===== src/rtl/if_fetch_ctrl_pkg.sv =====
// ---------------------------------------------------------------------------
// Module  : if_fetch_ctrl_pkg
// Brief   : Shared fetch-state encoding and constants for the IF-stage fetch
//           controller and its skid buffer.
// Rev     : 1.0 - initial release
// ---------------------------------------------------------------------------
`default_nettype none

package if_fetch_ctrl_pkg;

  typedef enum logic [1:0] {
    ST_REQ  = 2'd0,
    ST_WAIT = 2'd1,
    ST_HOLD = 2'd2
  } fetch_state_t;

  localparam logic [31:0] c_NOP_INSTR        = 32'h0000_0013;
  localparam logic [31:0] c_DEFAULT_RESET_PC = 32'h0000_0000;

endpackage

`default_nettype wire


===== src/rtl/if_skid_buf.sv =====
// ---------------------------------------------------------------------------
// Module  : if_skid_buf
// Brief   : One-entry {pc,instr} holding register with load/drain/discard.
// Rev     : 1.0 - initial release
// ---------------------------------------------------------------------------
`default_nettype none

module if_skid_buf
  import if_fetch_ctrl_pkg::*;
(
  input  logic        clk,
  input  logic        rst_n,
  input  logic        i_load,
  input  logic        i_drain,
  input  logic        i_discard,
  input  logic [31:0] i_pc,
  input  logic [31:0] i_instr,
  output logic        o_valid,
  output logic [31:0] o_pc,
  output logic [31:0] o_instr
);

  logic        r_valid;
  logic [31:0] r_pc;
  logic [31:0] r_instr;

  always_ff @(posedge clk or negedge rst_n) begin
    if (!rst_n) begin
      r_valid <= 1'b0;
      r_pc    <= 32'h0;
      r_instr <= c_NOP_INSTR;
    end else if (i_discard || i_drain) begin
      r_valid <= 1'b0;
    end else if (i_load) begin
      r_valid <= 1'b1;
      r_pc    <= i_pc;
      r_instr <= i_instr;
    end
  end

  assign o_valid = r_valid;
  assign o_pc    = r_pc;
  assign o_instr = r_instr;

endmodule

`default_nettype wire


===== src/rtl/if_fetch_ctrl.sv =====
// ---------------------------------------------------------------------------
// Module  : if_fetch_ctrl
// Brief   : IF-stage fetch controller: PC, imem handshake, IF/ID register,
//           stall hold and redirect kill. FETCH_STATS_EN adds stat counters.
// Rev     : 1.0 - initial release
// ---------------------------------------------------------------------------
`default_nettype none

module if_fetch_ctrl
  import if_fetch_ctrl_pkg::*;
#(
  parameter logic [31:0] RESET_PC = c_DEFAULT_RESET_PC,
  parameter int          PC_STEP  = 4
) (
  input  logic        clk,
  input  logic        rst_n,
  input  logic        id_valid,
  input  logic        branch,
  input  logic        jump,
  input  logic [31:0] target_pc,
  input  logic        id_stall,
  output logic        imem_req_valid,
  input  logic        imem_req_ready,
  output logic [31:0] imem_addr,
  input  logic        imem_rsp_valid,
  input  logic [31:0] imem_rsp_data,
  output logic        if_id_valid,
  output logic [31:0] if_id_pc,
  output logic [31:0] if_id_instr,
`ifdef FETCH_STATS_EN
  output logic [31:0] stat_redirects,
  output logic [31:0] stat_killed,
`endif
  output logic        redirect
);

  fetch_state_t r_state, w_state_nxt;
  logic [31:0]  r_pc, w_pc_nxt;
  logic         r_kill, w_kill_nxt;
  logic         r_ifid_valid;
  logic [31:0]  r_ifid_pc, r_ifid_instr;

  logic         w_redirect;
  logic         w_ifid_load;
  logic [31:0]  w_ifid_pc, w_ifid_instr;
  logic         w_skid_load, w_skid_drain, w_skid_discard;
  logic         w_skid_valid;
  logic [31:0]  w_skid_pc, w_skid_instr;
  logic [31:0]  w_pc_seq;

  assign w_redirect = id_valid & (branch | jump);
  assign w_pc_seq   = r_pc + 32'(PC_STEP);

  if_skid_buf u_skid (
    .clk       (clk),
    .rst_n     (rst_n),
    .i_load    (w_skid_load),
    .i_drain   (w_skid_drain),
    .i_discard (w_skid_discard),
    .i_pc      (r_pc),
    .i_instr   (imem_rsp_data),
    .o_valid   (w_skid_valid),
    .o_pc      (w_skid_pc),
    .o_instr   (w_skid_instr)
  );

  always_comb begin
    w_state_nxt    = r_state;
    w_pc_nxt       = r_pc;
    w_kill_nxt     = r_kill;
    w_ifid_load    = 1'b0;
    w_ifid_pc      = r_pc;
    w_ifid_instr   = imem_rsp_data;
    w_skid_load    = 1'b0;
    w_skid_drain   = 1'b0;
    w_skid_discard = 1'b0;
    case (r_state)
      ST_REQ: begin
        if (imem_req_ready) begin
          w_state_nxt = ST_WAIT;
          w_kill_nxt  = w_redirect;
        end
      end
      ST_WAIT: begin
        if (imem_rsp_valid) begin
          w_state_nxt = ST_REQ;
          if (r_kill || w_redirect) begin
            w_kill_nxt = 1'b0;
          end else if (!id_stall) begin
            w_ifid_load = 1'b1;
            w_pc_nxt    = w_pc_seq;
          end else begin
            w_skid_load = 1'b1;
            w_state_nxt = ST_HOLD;
          end
        end else if (w_redirect) begin
          w_kill_nxt = 1'b1;
        end
      end
      ST_HOLD: begin
        if (w_redirect) begin
          w_skid_discard = 1'b1;
          w_state_nxt    = ST_REQ;
        end else if (!id_stall && w_skid_valid) begin
          w_skid_drain = 1'b1;
          w_ifid_load  = 1'b1;
          w_ifid_pc    = w_skid_pc;
          w_ifid_instr = w_skid_instr;
          w_pc_nxt     = w_pc_seq;
          w_state_nxt  = ST_REQ;
        end
      end
      default: w_state_nxt = ST_REQ;
    endcase
    // Redirect wins over any sequential PC advance.
    if (w_redirect) begin
      w_pc_nxt = target_pc;
    end
  end

  always_ff @(posedge clk or negedge rst_n) begin
    if (!rst_n) begin
      r_state      <= ST_REQ;
      r_pc         <= RESET_PC;
      r_kill       <= 1'b0;
      r_ifid_valid <= 1'b0;
      r_ifid_pc    <= 32'h0;
      r_ifid_instr <= c_NOP_INSTR;
    end else begin
      r_state <= w_state_nxt;
      r_pc    <= w_pc_nxt;
      r_kill  <= w_kill_nxt;
      if (w_redirect) begin
        r_ifid_valid <= 1'b0;
      end else if (w_ifid_load) begin
        r_ifid_valid <= 1'b1;
        r_ifid_pc    <= w_ifid_pc;
        r_ifid_instr <= w_ifid_instr;
      end else if (!id_stall) begin
        r_ifid_valid <= 1'b0;
      end
    end
  end

`ifdef FETCH_STATS_EN
  logic        w_drop;
  logic [31:0] r_stat_redirects, r_stat_killed;

  assign w_drop = ((r_state == ST_WAIT) && imem_rsp_valid && (r_kill || w_redirect)) ||
                  ((r_state == ST_HOLD) && w_redirect);

  always_ff @(posedge clk or negedge rst_n) begin
    if (!rst_n) begin
      r_stat_redirects <= 32'h0;
      r_stat_killed    <= 32'h0;
    end else begin
      if (w_redirect && (r_stat_redirects != 32'hFFFF_FFFF))
        r_stat_redirects <= r_stat_redirects + 32'd1;
      if (w_drop && (r_stat_killed != 32'hFFFF_FFFF))
        r_stat_killed <= r_stat_killed + 32'd1;
    end
  end

  assign stat_redirects = r_stat_redirects;
  assign stat_killed    = r_stat_killed;
`endif

  assign imem_req_valid = rst_n & (r_state == ST_REQ);
  assign imem_addr      = r_pc;
  assign if_id_valid    = r_ifid_valid;
  assign if_id_pc       = r_ifid_pc;
  assign if_id_instr    = r_ifid_instr;
  assign redirect       = w_redirect;

endmodule

`default_nettype wire


===== config.mk =====
export PLATFORM = sky130hd
export DESIGN_NAME = if_fetch_ctrl
export DESIGN_NICKNAME = d
export VERILOG_FILES = /design/src/rtl/if_fetch_ctrl_pkg.sv /design/src/rtl/if_skid_buf.sv /design/src/rtl/if_fetch_ctrl.sv
export SDC_FILE = /design/constraint.sdc
export NUM_CORES = 1
export LEC_CHECK = 0
export CAP_MARGIN = 20
export CORE_AREA = 2 2 126 128
export CTS_CLUSTER_DIAMETER = 120
export DETAILED_ROUTE_END_ITERATION = 7
export DIE_AREA = 0 0 128 130
export PLACE_DENSITY = 0.88
export SYNTH_ARGS = -nofsm -noshare
export SYNTH_HDL_FRONTEND = slang
export SYNTH_SLANG_ARGS = --single-unit
export TNS_END_PERCENT = 50

===== constraint.sdc =====
create_clock -name clk -period 2.75 [get_ports clk]
set_clock_uncertainty 0.15 [all_clocks]
set_input_delay 0.275 -clock clk [delete_from_list [all_inputs] [get_ports clk]]
set_output_delay 0.275 -clock clk [all_outputs]
set_load 0.01 [all_outputs]

# == Word-level counts from Yosys, hierarchy flattened ==
# Cells that the tools add are included.
# word_totals
in_bits,72
reg_bits,165
output_inout_bits,99
word_cells,78
# op_classes
eq_ne,10
n_addsub,1
reduce_logical,13
n_bitwise,5
n_mux,40
# op_table
operator,n
two-way mux 32 bit,9
one-hot mux 32 bit (2 select lines),1
adder 32 x 3 -> 32 bit (second input constant),1
two-way mux 1 bit,21
!= test 3 bit (second input constant),5
two-way mux 2 bit,6
one-hot mux 2 bit (3 select lines),1
AND reduction 5 bit,1
!= test 2 bit (second input constant),2
one-hot mux 1 bit (2 select lines),2
AND reduction 2 bit,2
AND reduction 4 bit,1
nonzero test 2 bit,2
!= test 3 x 1 -> 1 bit (second input constant),1
AND reduction 3 bit,1
nonzero test 3 bit,1
bitwise AND 1 bit,2
== test 2 x 1 -> 1 bit (second input constant),1
== test 2 bit (second input constant),1
zero test 2 bit,1
logical OR 1 bit,2
NOT 1 bit,2
logical AND 1 bit,1
zero test 1 bit,1
OR 1 bit,1

# == Longest topological paths before layout ==
# Gate-level depths: netlist of the first run.
# logic_depth
word_depth,8
depth_mapped,10
mapped_depth_nobuf,7

# == By module ==
# A second synthesis of the first run with hierarchy kept.
# hier_totals
cells_unflattened,660
hier_area_um2,7739.9
# modules_own_cells
mod,area_each_um2,seq_area_each_um2,cells_each,n_inst
if_fetch_ctrl,5011.1,2506.2,521,1
if_skid_buf,2728.9,1630.3,139,1

# == Least setup slack after synthesis of the first run ==
# Ideal clock, no wire load.
# synth_path
path_kind,register to register
from,reg r_state[1]
to,reg r_ifid_instr[30] (netlist: if_id_instr[30])
required_ps,2468
arrival_ps,1758
path_stages_with_launch,11
setup_slack_ps,710
cell_sequence,dfrtp_1 -> inv_1 -> ha_1 -> inv_2 -> o41ai_2 -> nand3_1 -> buf_2 -> buf_2 -> buf_6 -> nand2_1 -> o21ai_1
# synth_between
elab_chain_len,3
elab_cells_between_ends,5
# synth_rtl
element,line,text
"start, declared",if_fetch_ctrl.sv:37,"fetch_state_t r_state, w_state_nxt;"
"start signal, assigned",if_fetch_ctrl.sv:130,r_state <= w_state_nxt;
== test 2 bit or == test 2 x 1 -> 1 bit (tied branches),if_fetch_ctrl.sv:77,case (r_state)
one-hot mux 1 bit (2 select lines),if_fetch_ctrl.sv:77,
AND reduction 2 bit (no line),n/a,
"end signal, assigned",if_fetch_ctrl.sv:128,r_ifid_instr <= c_NOP_INSTR;
"end signal, assigned",if_fetch_ctrl.sv:138,r_ifid_instr <= w_ifid_instr;
"end, declared",if_fetch_ctrl.sv:41,"logic [31:0] r_ifid_pc, r_ifid_instr;"
# Parallel ways exist; a longest one is shown, timed or not.
# A chain may end at the register's enable or synchronous reset.

# == Final worst setup path of the first run ==
# layout_path
from,in jump
to,out redirect
# layout_between
elab_chain_len,2
# layout_rtl
element,line,text
"start, declared",if_fetch_ctrl.sv:19,"input logic jump,"
OR 1 bit,if_fetch_ctrl.sv:51,assign w_redirect = id_valid & (branch | jump);
bitwise AND 1 bit,if_fetch_ctrl.sv:51,
"end, declared",if_fetch_ctrl.sv:34,output logic redirect
# Every way passes these cells.

==> results of run 1 <==
## logic make-up after synthesis
logic type | Yosys count | synth area share
xor+xnor | 10 | 0.01151
simple gates | 191 | 0.1197
compound gates | 123 | 0.1018
flops | 165 | 0.5437
buf+inv | 50 | 0.03503
mux | 130 | 0.1817
fa+ha+maj | 4 | 0.006578
## worst paths after layout
path                           startpoint            endpoint  slack [ps]  cells after the start
min in group asynchronous           rst_n       imem_addr[14]         380                      3
setup reg to reg               r_state[1]     if_id_instr[11]         430                      8
hold / removal               target_pc[1]        imem_addr[1]         250                      3
hold reg to reg            if_id_instr[1]      if_id_instr[1]         330                      2
max in group asynchronous           rst_n  u_skid.o_instr[29]        1550                      3
setup / recovery                     jump            redirect         380                      5
## flip-flops by register name (all words and copies together), names as in the netlist
name	cells
if_id_pc	32
imem_addr	32
u_skid.o_instr	32
r_kill	1
if_id_instr	32
u_skid.o_pc	32
r_state	2
u_skid.o_valid	1
if_id_valid	1
## power groups by stage
stage | logic [W] | clock network, W | registers [W]
4_1_cts | 0.00317 | 0.00254 | 0.00413
6_report | 0.00314 | 0.00250 | 0.00413
3_5_place_dp | 0.00313 | 0 | 0.00417
5_1_grt | 0.00342 | 0.00265 | 0.00425
2_1_floorplan | 0.00137 | 0 | 0.00424
3_3_place_gp | 0.00302 | 0 | 0.00411
## final cells by class
cell class,instances,area share
sequential,165,0.4086
multi-input combinational,458,0.3188
clock buffer,22,0.04684
timing repair buffer,184,0.1850
tap,192,0.02373
clock inverter,9,0.01483
inverter,6,0.002224
## worst reg2reg max path: stages, from the launching register on
cell and delay (ps):
dfrtp_1 400, inv_1 90, ha_1 310, inv_2 70
o41ai_2 440, nand3_4 120, buf_12 230, nand2_1 250
o21ai_0 110
## stage by stage
step | total power, W | cell area [sq um]
2_1_floorplan | 0.005613 | 7609
3_3_place_gp | 0.007128 | 9490
3_5_place_dp | 0.007299 | 9490
4_1_cts | 0.009847 | 10120
5_1_grt | 0.01033 | 10120
6_report | 0.009773 | 10120
## cell usage after synthesis, types with 2 or more instances
cell type / count
nand2_1: 104
buf_2: 14
nand3b_1: 2
o311ai_1: 2
o21ai_1: 14
dfrtp_1: 159
o21ai_0: 63
o22ai_1: 2
a41oi_1: 3
xnor2_1: 2
o31ai_1: 3
nand4_1: 9
and2_1: 6
mux2_2: 65
a311oi_1: 6
a31oi_1: 3
buf_6: 7
a211oi_1: 5
clkbuf_1: 20
o211ai_1: 2
xor2_1: 8
nor3_1: 3
buf_4: 2
and3_1: 11
a41o_1: 2
mux2i_1: 65
nor4_1: 6
dfstp_2: 6
inv_1: 5
nand3_1: 16
a21oi_1: 6
nor2_1: 21
ha_1: 4
## layer usage
| layer | vias to the layer above | wire length, um | GRT usage |
|---|---|---|---|
| li1 | 2719 | - | - |
| met1 | 2838 | 7971 | 0.2998 |
| met2 | 208 | 9351 | 0.3847 |
| met3 | 28 | 1062 | 0.05740 |
| met4 | 0 | 337 | 0.08145 |
| met5 | - | 0 | 0 |
==> flow_metrics.tcl, run 1 <==
set metrics [dict create \
    fill_cells 1207 \
    row_count 46 \
    hold_viol 0 \
    io_buffers 170 \
    cts_hold_buf 1 \
    crit_family "buffers and inverters" \
    final_common_cell "clkdlybuf4s50_1" \
    start_kind "input port" \
    finalNonFillerCells 1036 \
    wl_um 18720 \
    clk_pin_slew_ps 60 \
    avgViaCountPerCell 5.592 \
    grt_max_degree 130 \
    final.period_utilization 0.8620 \
    pre_cts_slack_ps 279.0 \
    grt_pass1_wl_um 29780 \
    vdd_ir_drop_max_mv 0.4549 \
    path_cells "clkdlybuf4s50_1 -> o21ai_2 -> buf_4 -> inv_1 -> clkdlybuf4s50_1" \
    final_util 0.6564 \
    critPathArrivalTime_ps 1950 \
    syn_area_sq_mm 0.007609 \
    core_area_sq_mm 0.01542 \
    nets 908 \
    slowest_stage "clkdlybuf4s50_1" \
    track_usage 0.2319 \
    hold_slack_ps 245.2 \
    crit_type "input port to primary output" \
    insertedDiodeCount 0 \
    cts_max_path_buffers 2 \
    gp_congestion 0.9130 \
    worst_pin_slew_ps 744.1 \
    drc 0 \
    p_sw_w 0.002913 \
    crit_top_cell "clkdlybuf4s50_1" \
    max_stage_delay_ps 530 \
    numCtsBuffers 17 \
    setup_ws_ps 379.6 \
    multi_input_area_sq_mm 0.003228 \
    syn_inst 673 \
    area_growth_pct 33.07 \
    drtPass1Iterations 5 \
    layout_common_cells "clkdlybuf4s50_1, dfrtp_1, nand2_1" \
    wire_per_inst_um 18.07 \
    p_clk_frac 0.256 \
    start_util 0.4933 \
    htree_levels 4 \
    drv_slew 0 \
    p_int_w 0.006860 \
    seq_area_sq_mm 0.004136 \
    yosys_warnings 0 \
    maxCapViolCount 0 \
    synthDistinctLibCells 60 \
    cts_setup_buffers 0 \
    synth_area_leaders "dfrtp_1, mux2_2, mux2i_1" \
    synth_top_cell_by_area "dfrtp_1" \
    ys.flop_type "dfrtp_1" \
    p_leak_nw 4.677 \
    required_ps 2330 \
    dieWidth_um 128 \
    syn-num-nets 749 \
    cts_resized 0 \
    antenna_found_initial 0 \
    gr-total-overflow 0 \
    final.setup.tns_ps 0 \
    hpwlAfterDp_um 12480 \
    ys_ff_latch 165 \
    rsz0062_at_grt "false" \
    cp-end-kind "primary output" \
    syn_avg_cell_area_sq_um 11.31 \
    seqPwrFrac 0.423 \
    cp_max_fo 28 \
    clk_latency_ps 420 \
    drt_iter0_drc 429 \
    cts_tree "built" \
    cp_num_buf_inv 4 \
    die_area_sq_mm 0.01664 \
    dp_cells 1004 \
    die_y_um 130 \
    min_period_ps 2370 \
    cts_root_buf "clkbuf_16" \
    status "complete, no violations" \
    drive_gt1_frac 0.1552 \
    vias 5793 \
    maxSlewHeadroom 0.4993 \
    first_global_vias 5684 \
    fmax_ghz 0.4219 \
    sw_frac_of_total 0.2980 \
    synth_edf_count 0 \
    power.density_mw_per_mm2 965.2 \
    ys_async_sr_fraction 1.000 \
    worstHoldPathType "input port to flip-flop" \
    setup_viol 0 \
    synth_top_area_share 0.5229 \
    io_pins 171 \
    cts_sinks 165 \
    combPwrFrac 0.321 \
    ant_nets 0 \
    seq_area_frac_synth 0.5437 \
]
(Power assumes the default switching activity.)
==> run 2, diff against run 1 <==
PLACE_DENSITY = 0.82   (was 0.88)
==> flow_metrics.tcl, run 2 (synthesis gave the netlist of run 1 again) <==
set metrics [dict create \
    avgViaCountPerCell 5.542 \
    fill_cells 1171 \
    worstHoldPathType "input port to flip-flop" \
    grt_max_degree 74 \
    gr-total-overflow 0 \
    dp_cells 1007 \
    slowest_stage "clkdlybuf4s50_1" \
    area_growth_pct 32.92 \
    crit_type "flip-flop to primary output" \
    setup_viol 0 \
    io_pins 171 \
    track_usage 0.2324 \
    cp_max_fo 6 \
    die_area_sq_mm 0.01664 \
    cts_max_path_buffers 2 \
    worst_pin_slew_ps 933.6 \
    required_ps 2330 \
    insertedDiodeCount 0 \
    cts_setup_buffers 0 \
    numCtsBuffers 17 \
    cts_resized 0 \
    setup_ws_ps 354.6 \
    final.setup.tns_ps 0 \
    io_buffers 170 \
    reg2reg_slack_ps 370 \
    path_cells "inv_1 -> ha_1 -> and2_1 -> clkdlybuf4s50_1" \
    clk_latency_ps 420 \
    htree_levels 4 \
    grt_pass1_wl_um 29900 \
    maxCapViolCount 0 \
    final_common_cell "clkdlybuf4s50_1" \
    final.period_utilization 0.8710 \
    critPathArrivalTime_ps 1970 \
    drive_gt1_frac 0.1568 \
    vdd_ir_drop_max_mv 0.5057 \
    hpwlAfterDp_um 12600 \
    pre_cts_slack_ps 287.3 \
    cts_root_buf "clkbuf_16" \
    gp_congestion 0.8647 \
    seq_area_sq_mm 0.004136 \
    min_to "imem_addr[10]" \
    p_leak_nw 4.669 \
    cts_hold_buf 1 \
    multi_input_area_sq_mm 0.003228 \
    start_kind "flip-flop" \
    cp_num_buf_inv 2 \
    ant_nets 0 \
    antenna_found_initial 0 \
    rsz0062_at_grt "false" \
    die_y_um 130 \
    dieWidth_um 128 \
    start_util 0.4933 \
    drc 0 \
    drv_slew 0 \
    r2r-start "r_state[1]" \
    vias 5764 \
    power.density_mw_per_mm2 947.8 \
    nets 911 \
    clk_pin_slew_ps 60 \
    layout_common_cells "clkdlybuf4s50_1, dfrtp_1, nand2_1" \
    wire_per_inst_um 17.56 \
    max_stage_delay_ps 560 \
    row_count 46 \
    finalNonFillerCells 1040 \
    min_period_ps 2395 \
    min_from "target_pc[10]" \
    hold_viol 0 \
    worstRegToRegCells 8 \
    drtPass1Iterations 5 \
    fmax_ghz 0.4175 \
    first_global_vias 5755 \
    crit_family "buffers and inverters" \
    drt_iter0_drc 395 \
    cts_sinks 165 \
    status "complete, no violations" \
    core_area_sq_mm 0.01542 \
    r2r-end "if_id_instr[3]" \
    cts_tree "built" \
    wl_um 18270 \
    cp-end-kind "primary output" \
    maxSlewHeadroom 0.3776 \
    hold-path-cell-count 3 \
]
-- run 2: worst max path at each step --
stage / startpoint / endpoint / slack, ps / cells past startpoint
3_3_place_gp: id_stall / if_id_instr[9] / 340 / 6
6_report: r_state[1] / imem_req_valid / 350 / 4
5_1_grt: r_state[1] / if_id_instr[5] / 150 / 8
2_1_floorplan: r_state[1] / if_id_instr[30] / 710 / 10
3_5_place_dp: id_stall / if_id_pc[23] / 290 / 6
4_1_cts: r_state[1] / if_id_instr[4] / 340 / 7
-- run 2: power by group --
group          internal, W  total [W]  switching [W]
clock              0.00143    0.00237       0.000935
sequential         0.00347    0.00412       0.000652
combinational      0.00181    0.00309        0.00129
total              0.00671    0.00959        0.00287
-- run 2: worst reg2reg max path, stage by stage (launching register included) --
cell     delay [ps]
dfrtp_1         400
inv_1            90
ha_1            330
inv_2            70
o41ai_2         440
nand3_4         320
buf_12          290
nand2_1          90
o21ai_0          70
-- run 2: final cells by class --
type / instances / area share
Multi-Input combinational cell: 458 / 0.3192
Clock inverter: 7 / 0.009402
Sequential cell: 165 / 0.4090
Clock buffer: 25 / 0.04899
Timing Repair Buffer: 187 / 0.1874
Tap cell: 192 / 0.02375
Inverter: 6 / 0.002227
-- run 2: routing by layer --
| layer | global-route usage | wire, um | part of all wire |
|---|---|---|---|
| met4 | 0.08662 | 322 | 0.018 |
| met3 | 0.05986 | 1117 | 0.061 |
| met1 | 0.2925 | 7854 | 0.43 |
| met5 | 0 | 0 | 0 |
| met2 | 0.3904 | 8972 | 0.49 |
-- run 2: per-stage QoR --
stage / util / hold WS [ps] / total power, W / area, sq um
after global placement: 0.6167 / 284.5 / 0.007133 / 9513
after global routing: 0.6557 / 248.8 / 0.01015 / 10110
after detailed placement: 0.6167 / 285.2 / 0.007278 / 9513
after floorplan: - / -170.6 / 0.005613 / 7609
after CTS: 0.6557 / 227.5 / 0.009667 / 10110
final: 0.6557 / 243.5 / 0.009585 / 10110
